### config.mk
export PLATFORM = sky130hd
export DESIGN_NAME = axi_lite_master
export DESIGN_NICKNAME = d
export VERILOG_FILES = /design/src/rtl/axi_lite_master.sv
export SDC_FILE = /design/constraint.sdc
export NUM_CORES = 1
export LEC_CHECK = 0
export BUFFER_PORTS_ARGS = -buffer_cell sky130_fd_sc_hd__buf_2
export CAP_MARGIN = 10
export CORE_UTILIZATION = 42
export CTS_CLUSTER_SIZE = 10
export DETAILED_ROUTE_END_ITERATION = 12
export PLACE_DENSITY = 0.79
export SYNTH_ARGS = -nofsm -noshare
export SYNTH_HDL_FRONTEND = slang
export SYNTH_SLANG_ARGS = --single-unit
### constraint.sdc
create_clock -name clk -period 1.8 [get_ports clk]
set_clock_uncertainty 0.2 [all_clocks]
set_input_delay 0.27 -clock clk [delete_from_list [all_inputs] [get_ports clk]]
set_output_delay 0.27 -clock clk [all_outputs]
set_load 0.01 [all_outputs]
### src/rtl/axi_lite_master.sv
// AXI4-Lite initiator: turns a single-command request/response port into one
// AXI4-Lite write (AW/W/B) or read (AR/R) at a time, with a wait-state abort timer.
module axi_lite_master #(
  parameter int ADDR_WIDTH = 4,
  parameter int DATA_WIDTH = 32,
  parameter int TIMEOUT    = 256
) (
  input  logic                  clk,
  input  logic                  rst,
  input  logic                  cmd_valid,
  output logic                  cmd_ready,
  input  logic                  cmd_write,
  input  logic [ADDR_WIDTH-1:0] cmd_addr,
  input  logic [DATA_WIDTH-1:0] cmd_wdata,
  output logic                  rsp_valid,
  input  logic                  rsp_ready,
  output logic [DATA_WIDTH-1:0] rsp_rdata,
  output logic [1:0]            rsp_resp,
  output logic                  rsp_timeout,
  output logic                  busy,
  output logic [ADDR_WIDTH-1:0] m_axi_awaddr,
  output logic                  m_axi_awvalid,
  input  logic                  m_axi_awready,
  output logic [DATA_WIDTH-1:0] m_axi_wdata,
  output logic                  m_axi_wvalid,
  input  logic                  m_axi_wready,
  input  logic [1:0]            m_axi_bresp,
  input  logic                  m_axi_bvalid,
  output logic                  m_axi_bready,
  output logic [ADDR_WIDTH-1:0] m_axi_araddr,
  output logic                  m_axi_arvalid,
  input  logic                  m_axi_arready,
  input  logic [DATA_WIDTH-1:0] m_axi_rdata,
  input  logic [1:0]            m_axi_rresp,
  input  logic                  m_axi_rvalid,
  output logic                  m_axi_rready
);
  localparam logic [2:0] S_IDLE    = 3'd0;
  localparam logic [2:0] S_WR_REQ  = 3'd1;
  localparam logic [2:0] S_WR_RESP = 3'd2;
  localparam logic [2:0] S_RD_REQ  = 3'd3;
  localparam logic [2:0] S_RD_RESP = 3'd4;
  localparam logic [2:0] S_RSP     = 3'd5;

  // Counter is wide enough to hold TIMEOUT itself: a REQ->RESP step taken on the
  // last count pushes it one past TO_LAST, and the >= compare still aborts.
  localparam int              CW      = (TIMEOUT > 1) ? $clog2(TIMEOUT + 1) : 1;
  localparam logic [CW-1:0]   TO_LAST = CW'((TIMEOUT > 0) ? TIMEOUT - 1 : 0);

  logic [2:0]            state_q, state_d;
  logic [CW-1:0]         cnt_q, cnt_d;
  logic [ADDR_WIDTH-1:0] awaddr_q, awaddr_d, araddr_q, araddr_d;
  logic [DATA_WIDTH-1:0] wdata_q, wdata_d, rdata_q, rdata_d;
  logic [1:0]            resp_q, resp_d;
  logic awvalid_q, awvalid_d, wvalid_q, wvalid_d, arvalid_q, arvalid_d;
  logic bready_q, bready_d, rready_q, rready_d;
  logic aw_done_q, aw_done_d, w_done_q, w_done_d;
  logic rsp_valid_q, rsp_valid_d, timeout_q, timeout_d;
  logic aw_hs, w_hs, timeout_hit, abort;

  assign aw_hs       = awvalid_q & m_axi_awready;
  assign w_hs        = wvalid_q & m_axi_wready;
  assign timeout_hit = (TIMEOUT != 0) && (cnt_q >= TO_LAST);

  always_comb begin
    state_d     = state_q;
    cnt_d       = cnt_q + CW'(1);
    awaddr_d    = awaddr_q;
    araddr_d    = araddr_q;
    wdata_d     = wdata_q;
    rdata_d     = rdata_q;
    resp_d      = resp_q;
    awvalid_d   = awvalid_q;
    wvalid_d    = wvalid_q;
    arvalid_d   = arvalid_q;
    bready_d    = bready_q;
    rready_d    = rready_q;
    aw_done_d   = aw_done_q;
    w_done_d    = w_done_q;
    rsp_valid_d = rsp_valid_q;
    timeout_d   = timeout_q;
    abort       = 1'b0;
    case (state_q)
      S_IDLE: begin
        cnt_d = '0;
        if (cmd_valid) begin
          timeout_d = 1'b0;
          if (cmd_write) begin
            awaddr_d  = cmd_addr;
            wdata_d   = cmd_wdata;
            awvalid_d = 1'b1;
            wvalid_d  = 1'b1;
            aw_done_d = 1'b0;
            w_done_d  = 1'b0;
            state_d   = S_WR_REQ;
          end else begin
            araddr_d  = cmd_addr;
            arvalid_d = 1'b1;
            state_d   = S_RD_REQ;
          end
        end
      end
      S_WR_REQ: begin
        if (aw_hs) begin awvalid_d = 1'b0; aw_done_d = 1'b1; end
        if (w_hs)  begin wvalid_d  = 1'b0; w_done_d  = 1'b1; end
        if ((aw_done_q | aw_hs) && (w_done_q | w_hs)) begin
          bready_d = 1'b1;
          state_d  = S_WR_RESP;
        end else if (timeout_hit) abort = 1'b1;
      end
      S_WR_RESP: begin
        if (m_axi_bvalid) begin
          bready_d    = 1'b0;
          resp_d      = m_axi_bresp;
          rdata_d     = '0;
          rsp_valid_d = 1'b1;
          state_d     = S_RSP;
        end else if (timeout_hit) abort = 1'b1;
      end
      S_RD_REQ: begin
        if (m_axi_arready) begin
          arvalid_d = 1'b0;
          rready_d  = 1'b1;
          state_d   = S_RD_RESP;
        end else if (timeout_hit) abort = 1'b1;
      end
      S_RD_RESP: begin
        if (m_axi_rvalid) begin
          rready_d    = 1'b0;
          resp_d      = m_axi_rresp;
          rdata_d     = m_axi_rdata;
          rsp_valid_d = 1'b1;
          state_d     = S_RSP;
        end else if (timeout_hit) abort = 1'b1;
      end
      S_RSP: begin
        cnt_d = cnt_q;
        if (rsp_ready) begin
          rsp_valid_d = 1'b0;
          state_d     = S_IDLE;
        end
      end
      default: state_d = S_IDLE;
    endcase
    // Debug abort: abandon the bus mid-protocol and report a SLVERR-style timeout.
    if (abort) begin
      awvalid_d   = 1'b0;
      wvalid_d    = 1'b0;
      arvalid_d   = 1'b0;
      bready_d    = 1'b0;
      rready_d    = 1'b0;
      rsp_valid_d = 1'b1;
      timeout_d   = 1'b1;
      resp_d      = 2'b10;
      rdata_d     = '0;
      state_d     = S_RSP;
    end
  end

  always_ff @(posedge clk) begin
    if (rst) begin
      state_q     <= S_IDLE;
      cnt_q       <= '0;
      awaddr_q    <= '0;
      araddr_q    <= '0;
      wdata_q     <= '0;
      rdata_q     <= '0;
      resp_q      <= '0;
      awvalid_q   <= 1'b0;
      wvalid_q    <= 1'b0;
      arvalid_q   <= 1'b0;
      bready_q    <= 1'b0;
      rready_q    <= 1'b0;
      aw_done_q   <= 1'b0;
      w_done_q    <= 1'b0;
      rsp_valid_q <= 1'b0;
      timeout_q   <= 1'b0;
    end else begin
      state_q     <= state_d;
      cnt_q       <= cnt_d;
      awaddr_q    <= awaddr_d;
      araddr_q    <= araddr_d;
      wdata_q     <= wdata_d;
      rdata_q     <= rdata_d;
      resp_q      <= resp_d;
      awvalid_q   <= awvalid_d;
      wvalid_q    <= wvalid_d;
      arvalid_q   <= arvalid_d;
      bready_q    <= bready_d;
      rready_q    <= rready_d;
      aw_done_q   <= aw_done_d;
      w_done_q    <= w_done_d;
      rsp_valid_q <= rsp_valid_d;
      timeout_q   <= timeout_d;
    end
  end

  assign cmd_ready     = (state_q == S_IDLE) & ~rst;
  assign busy          = (state_q != S_IDLE);
  assign rsp_valid     = rsp_valid_q;
  assign rsp_rdata     = rdata_q;
  assign rsp_resp      = resp_q;
  assign rsp_timeout   = timeout_q;
  assign m_axi_awaddr  = awaddr_q;
  assign m_axi_awvalid = awvalid_q;
  assign m_axi_wdata   = wdata_q;
  assign m_axi_wvalid  = wvalid_q;
  assign m_axi_bready  = bready_q;
  assign m_axi_araddr  = araddr_q;
  assign m_axi_arvalid = arvalid_q;
  assign m_axi_rready  = rready_q;
endmodule

==> results.cfg, run 1 <==
[setup_path]
worstSetupPathType = reg -> reg
critPathMaxFanout = 2
startpoint_type = flop
crit_required_ns = 1.84
crit_arrival_ns = 2.05
cp-end-kind = flop

[outcome]
violations = setup timing
outcome = finished with violations

[global_routing]
antenna_found_initial = 0
grt-ovfl-total = 0
grt_max_degree = 39
grt_pass1_wl_microns = 18140
grt_pass1_vias = 4136
grt_usage_pct = 25.35

[placement]
dp_slack_ns = -0.1877
port_buffers = 164
hpwl_microns = 7274
place_area_sq_um = 4831
gp_congestion = 0.8712

[sta]
grt_setup_unrepaired = true
tns_ns = -6.914
finalHoldViolCount = 0
setup_ws_ns = -0.2052
slew_viol_final = 0
worstMarginPinSlew_ns = 0.5719
slew_headroom_pct = 61.88
min_period_ns = 2.005
setup_violations = 58
final.hold.worst_slack_ns = 0.01523
post-route-period-util_pct = 111.4
fmax_mhz = 498.7

[route]
routedWlPerCell_microns = 17.10
drt_wl_total_microns = 14400
via_per_inst = 5.361
drt_pass1_iterations = 4
vias = 4514
final_antenna_net_count = 0
drc = 0
first_iter_violations = 162

[yosys]
ys_seq_area_share_pct = 51.01
synth-seq-cells = 95
muxShareOfSynthArea_pct = 0.5369
synth_top_area_cell = dfxtp_1
synth_nets = 548
synth_warnings = 0
synth_area_sq_um = 3729
synth_adder_area_share_pct = 0.6711
synth_cells = 464
synth_async_sr_flop_share_pct = 0
synth_top_family_by_area = simple AND/OR/NAND/NOR gates
synth_xor_area_share_pct = 0.9396
yosys.area_share.simple_pct = 24.13
synth-edff-count = 0
synth_top_area_share_pct = 51.01
avgSynthCellArea_sq_um = 8.036
yosys.cell_types.count = 41
synth_area_leaders = dfxtp_1 (51%), nand2_1 (12%), a21oi_1 (12%)
ys.flop_type = dfxtp_1
synth_compound_area_share_pct = 17.89

[die]
die_x_microns = 96.22
start_util_pct = 42.96
row_count = 34
die_area_sq_um = 9258
core_area_sq_um = 8678
die_h_microns = 96.22
ios = 165

[hold_path]
min_path_type = in -> reg

[pwr]
switching_share_pct = 31.84
p_seq_share_pct = 43.3
peakVddDrop_mv = 0.6308
p_per_area_nw_per_um2 = 820.4
combinationalPowerShare_pct = 29.1
switching_power_uw = 1685
pwr-share-clk_pct = 27.6
p_int_uw = 3607
p_leak_uw = 0.002785

[final_layout]
n_antenna_cell = 0
fin_area_sq_um = 6450
syn2layout_area_growth_pct = 72.99
final_common_cell = buf_2
nNetsFinal = 813
drive_gt1_share_pct = 45.37
mostFrequentLayoutCells = buf_2 (162), nand2_1 (100), dfxtp_1 (86)

[clock_tree]
cts_inserted_buffers = 9
cts.path.max_buffers = 2
cts_tree = yes
insertion_delay_ns = 0.35
root_buffer = clkbuf_8
path_clk_slew_ns = 0.10
h-tree-depth = 3
cts_sinks = 95

[flow_run]
maxCapViolations = 0
-- registers in the layout (all words and copies together), names as in the netlist, 2 cells and up --
signal / cells
cnt_q: 9
m_axi_araddr: 4
m_axi_awaddr: 4
m_axi_wdata: 32
rsp_rdata: 32
rsp_resp: 2
state_q: 3
-- power by group through the flow --
| stage | Sequential (uW) | Combinational, uW | Clock (uW) |
|---|---|---|---|
| 2_1_floorplan | 2360 | 518 | 0 |
| 3_3_place_gp | 2320 | 952 | 0 |
| 3_5_place_dp | 2330 | 976 | 0 |
| 6_report | 2290 | 1540 | 1460 |
| 4_1_cts | 2280 | 1190 | 1460 |
| 5_1_grt | 2300 | 1650 | 1570 |
-- area by class of cell --
| cell class | count | area, sq um |
|---|---|---|
| multi-input combinational | 333 | 2046 |
| sequential | 95 | 1918 |
| timing repair buffer | 285 | 2130 |
| tap | 108 | 135.1 |
| inverter | 5 | 23.77 |
| clock inverter | 6 | 70.07 |
| clock buffer | 10 | 127.6 |
| fill | 571 | 2228 |
-- cells by family after synthesis --
| group | Yosys count |
|---|---|
| simple gates | 202 |
| compound gates | 123 |
| flops | 95 |
| buf+inv | 36 |
| xor+xnor | 4 |
| mux | 2 |
| fa+ha+maj | 2 |
-- Yosys cell counts, types with 2 or more instances --
cell type	number
clkbuf_1	13
buf_6	2
inv_1	5
and4_1	2
dfxtp_1	95
a211oi_1	2
nor2_1	17
buf_1	2
o21ai_0	19
buf_4	5
a21oi_1	88
ha_1	2
a31oi_1	2
nand2_1	124
and3_1	3
nand2b_1	6
nor2b_1	3
buf_2	9
nand3_1	37
mux2i_1	2
nand4_1	2
xor2_1	4
a21o_1	2
-- metal layers --
metal | global-route usage [%] | share of wire [%]
met1 | 26.58 | 37
met3 | 6.951 | 8.5
met4 | 10.57 | 2.6
met2 | 47.16 | 51
met5 | 0 | 0
-- stage by stage --
stage | power (uW) | util (%) | cells
final | 5291 | 74.32 | 842
after global routing | 5517 | 74.32 | 842
after CTS | 4933 | 67.36 | 830
after global placement | 3276 | 55.67 | 738
after floorplan | 2883 | - | 464
after detailed placement | 3305 | 55.67 | 738
-- worst max-delay path, cell delays in order, from the launching register on --
cell      delay [ns]
dfxtp_2         0.35
ha_4            0.16
and4_1          0.20
ha_2            0.19
a311oi_2        0.22
buf_4           0.17
a31oi_2         0.04
o311a_1         0.36
-- timing repair --
item,4_1_cts,5_1_grt
buffers inserted,7,5
gates cloned,1,8
pin swaps,5,31
setup endpoints to repair,45,87
hold buffers,69,0
hold endpoints to repair,73,0
resized for setup,19,112
-- final timing paths --
check | start | endpoint | slack, ns | cells past startpoint
max | cnt_q[0] | rsp_valid | -0.21 | 7
min | m_axi_wready | w_done_q | 0.02 | 3
max reg2reg | cnt_q[0] | rsp_valid | -0.21 | 7
min reg2reg | rsp_rdata[30] | rsp_rdata[30] | 0.26 | 2
(Power assumes the default switching activity.)
==> inputs of run 2 (changes only) <==
Settings changed: MAX_ROUTING_LAYER set to met4.
==> run 2 against run 1 <==
Against the previous run:
- the flow still finishes with violations (setup timing)
- hold slack better by 0.018 ns
- maximum frequency up 0.98%
- critical path depth up 1
- sequential share of layout area up 2.0 points
- clock-buffer cell count unchanged
- first-iteration DRC count up 15%
- worst setup slack better by 0.019 ns
- design area down 6.5%
- largest cell class unchanged
- critical endpoint is now rsp_rdata[21]
- largest power group unchanged
- non-clock buffer count down 11
==> results.cfg, run 2 (synthesis results as in run 1) <==
[outcome]
outcome = finished with violations
violations = setup timing

[final_layout]
n_antenna_cell = 0
fin_util_pct = 69.46
mostFrequentLayoutCells = buf_2 (163), nand2_1 (124), dfxtp_1 (87)
syn2layout_area_growth_pct = 61.68
drive_gt1_share_pct = 37.21
fill_cells = 614
nNetsFinal = 802
final_common_cell = buf_2

[global_routing]
grt-ovfl-total = 0
grt_usage_pct = 24.16
grt_pass1_wl_microns = 17110
antenna_found_initial = 0
grt_max_degree = 40
grt_pass1_vias = 3991

[clock_tree]
path_clk_slew_ns = 0.09
h-tree-depth = 3
cts.path.max_buffers = 2
cts_tree = yes
cts_inserted_buffers = 9
insertion_delay_ns = 0.34
root_buffer = clkbuf_8
cts_sinks = 95

[sta]
finalHoldViolCount = 0
setup_ws_ns = -0.1858
post-route-period-util_pct = 110.3
slew_headroom_pct = 71.44
slew_viol_final = 0
min_period_ns = 1.986
worstMarginPinSlew_ns = 0.4275
setup_violations = 43
fmax_mhz = 503.6
grt_setup_unrepaired = true

[setup_path]
crit_arrival_ns = 2.06
cp-end-kind = flop
cp_slowest_cell = dfxtp_2
crit_path_start = cnt_q[1]
regToRegStartpoint = cnt_q[1]
worstSetupPathType = reg -> reg
critPathMaxFanout = 19
setup.worst_path.end = rsp_rdata[21]
path_cells = ha_4, and4_1, ha_2, a311oi_2, a31o_2, nand2_4, clkbuf_16, a21oi_1
max_stage_delay_ns = 0.35
r2r-end = rsp_rdata[21]
r2r_slack_ns = -0.19
crit_required_ns = 1.87
startpoint_type = flop
reg2reg_depth = 8

[route]
first_iter_violations = 186
routedWlPerCell_microns = 15.42
vias = 4346
drc = 0
via_per_inst = 5.230
drt_wl_total_microns = 12810
drt_pass1_iterations = 4
final_antenna_net_count = 0

[placement]
port_buffers = 164
hpwl_microns = 7238
gp_congestion = 0.8586
dp_slack_ns = -0.2263

[flow_run]
maxCapViolations = 0

[die]
ios = 165
die_x_microns = 96.22
row_count = 34
start_util_pct = 42.96
die_area_sq_um = 9258
core_area_sq_um = 8678
die_h_microns = 96.22

[pwr]
peakVddDrop_mv = 0.4999
p_per_area_nw_per_um2 = 824.6
p_leak_uw = 0.002587

[hold_path]
min_from = m_axi_awready
min_path_type = in -> reg
==> run 2: routing by layer <==
| metal | part of all wire [%] | routed length (microns) | GRT usage (%) | vias to the layer above |
|---|---|---|---|---|
| met5 | 0 | 0 | - | - |
| met4 | 2.3 | 295 | 8.955 | 0 |
| met3 | 8.1 | 1034 | 5.529 | 30 |
| met2 | 50 | 6429 | 43.44 | 198 |
| met1 | 39 | 5054 | 25.71 | 2036 |
| li1 | - | - | - | 2082 |
==> run 2: timing repair <==
item	CTS	global route
pin swaps	3	1
endpoints found under the hold margin	71	0
buffers inserted	4	5
hold buffers	67	0
endpoints found under the setup margin	46	53
gates resized for setup	16	30
cloned	0	4
==> run 2: area by class of cell <==
class                           count  area (sq um)  share of cell area [%]
Sequential cell                    95          1912                   31.71
Inverter                            5         18.77                  0.3113
Timing Repair Buffer              274          1959                   32.50
Multi-Input combinational cell    333          1797                   29.80
Tap cell                          108         135.1                   2.242
Clock inverter                      6         68.82                   1.142
Clock buffer                       10         137.6                   2.283
==> run 2: through the flow <==
stage / area, sq um / setup TNS [ns] / cells / power, uW / hold slack (ns)
final: 6028 / -6.225 / 831 / 4971 / 0.03336
after global routing: 6028 / -11.14 / 831 / 5226 / 0.03266
after CTS: 5763 / -4.128 / 822 / 4883 / 0.01707
after detailed placement: 4816 / -5.463 / 736 / 3296 / 0.2433
after global placement: 4816 / -3.199 / 736 / 3268 / 0.2343
after floorplan: 3739 / -3.663 / 464 / 2883 / 0.2060
==> run 2: worst min path at each step <==
stage / endpoint / slack [ns] / cells after the start
after floorplan: m_axi_awaddr[0] / 0.21 / 2
after global placement: rsp_rdata[11] / 0.23 / 2
after detailed placement: m_axi_awaddr[2] / 0.24 / 2
after CTS: rsp_rdata[9] / 0.02 / 3
after global routing: w_done_q / 0.03 / 3
final: aw_done_q / 0.03 / 3
==> run 2: worst max-delay path, delay by kind of cell (launching register included) <==
| family | cells | cell delay [ns] |
|---|---|---|
| buffers and inverters | 1 | 0.21 |
| DFF | 1 | 0.35 |
| adders and majority gates | 2 | 0.33 |
| and+or+nand+nor | 2 | 0.29 |
| AOI/OAI and AO/OA | 3 | 0.54 |
==> run 2: power by group <==
group	internal (uW)	switching, uW	leakage, uW
sequential	2220	70.6	0.000773
clock	688	730	0.000103
combinational	593	672	0.00171
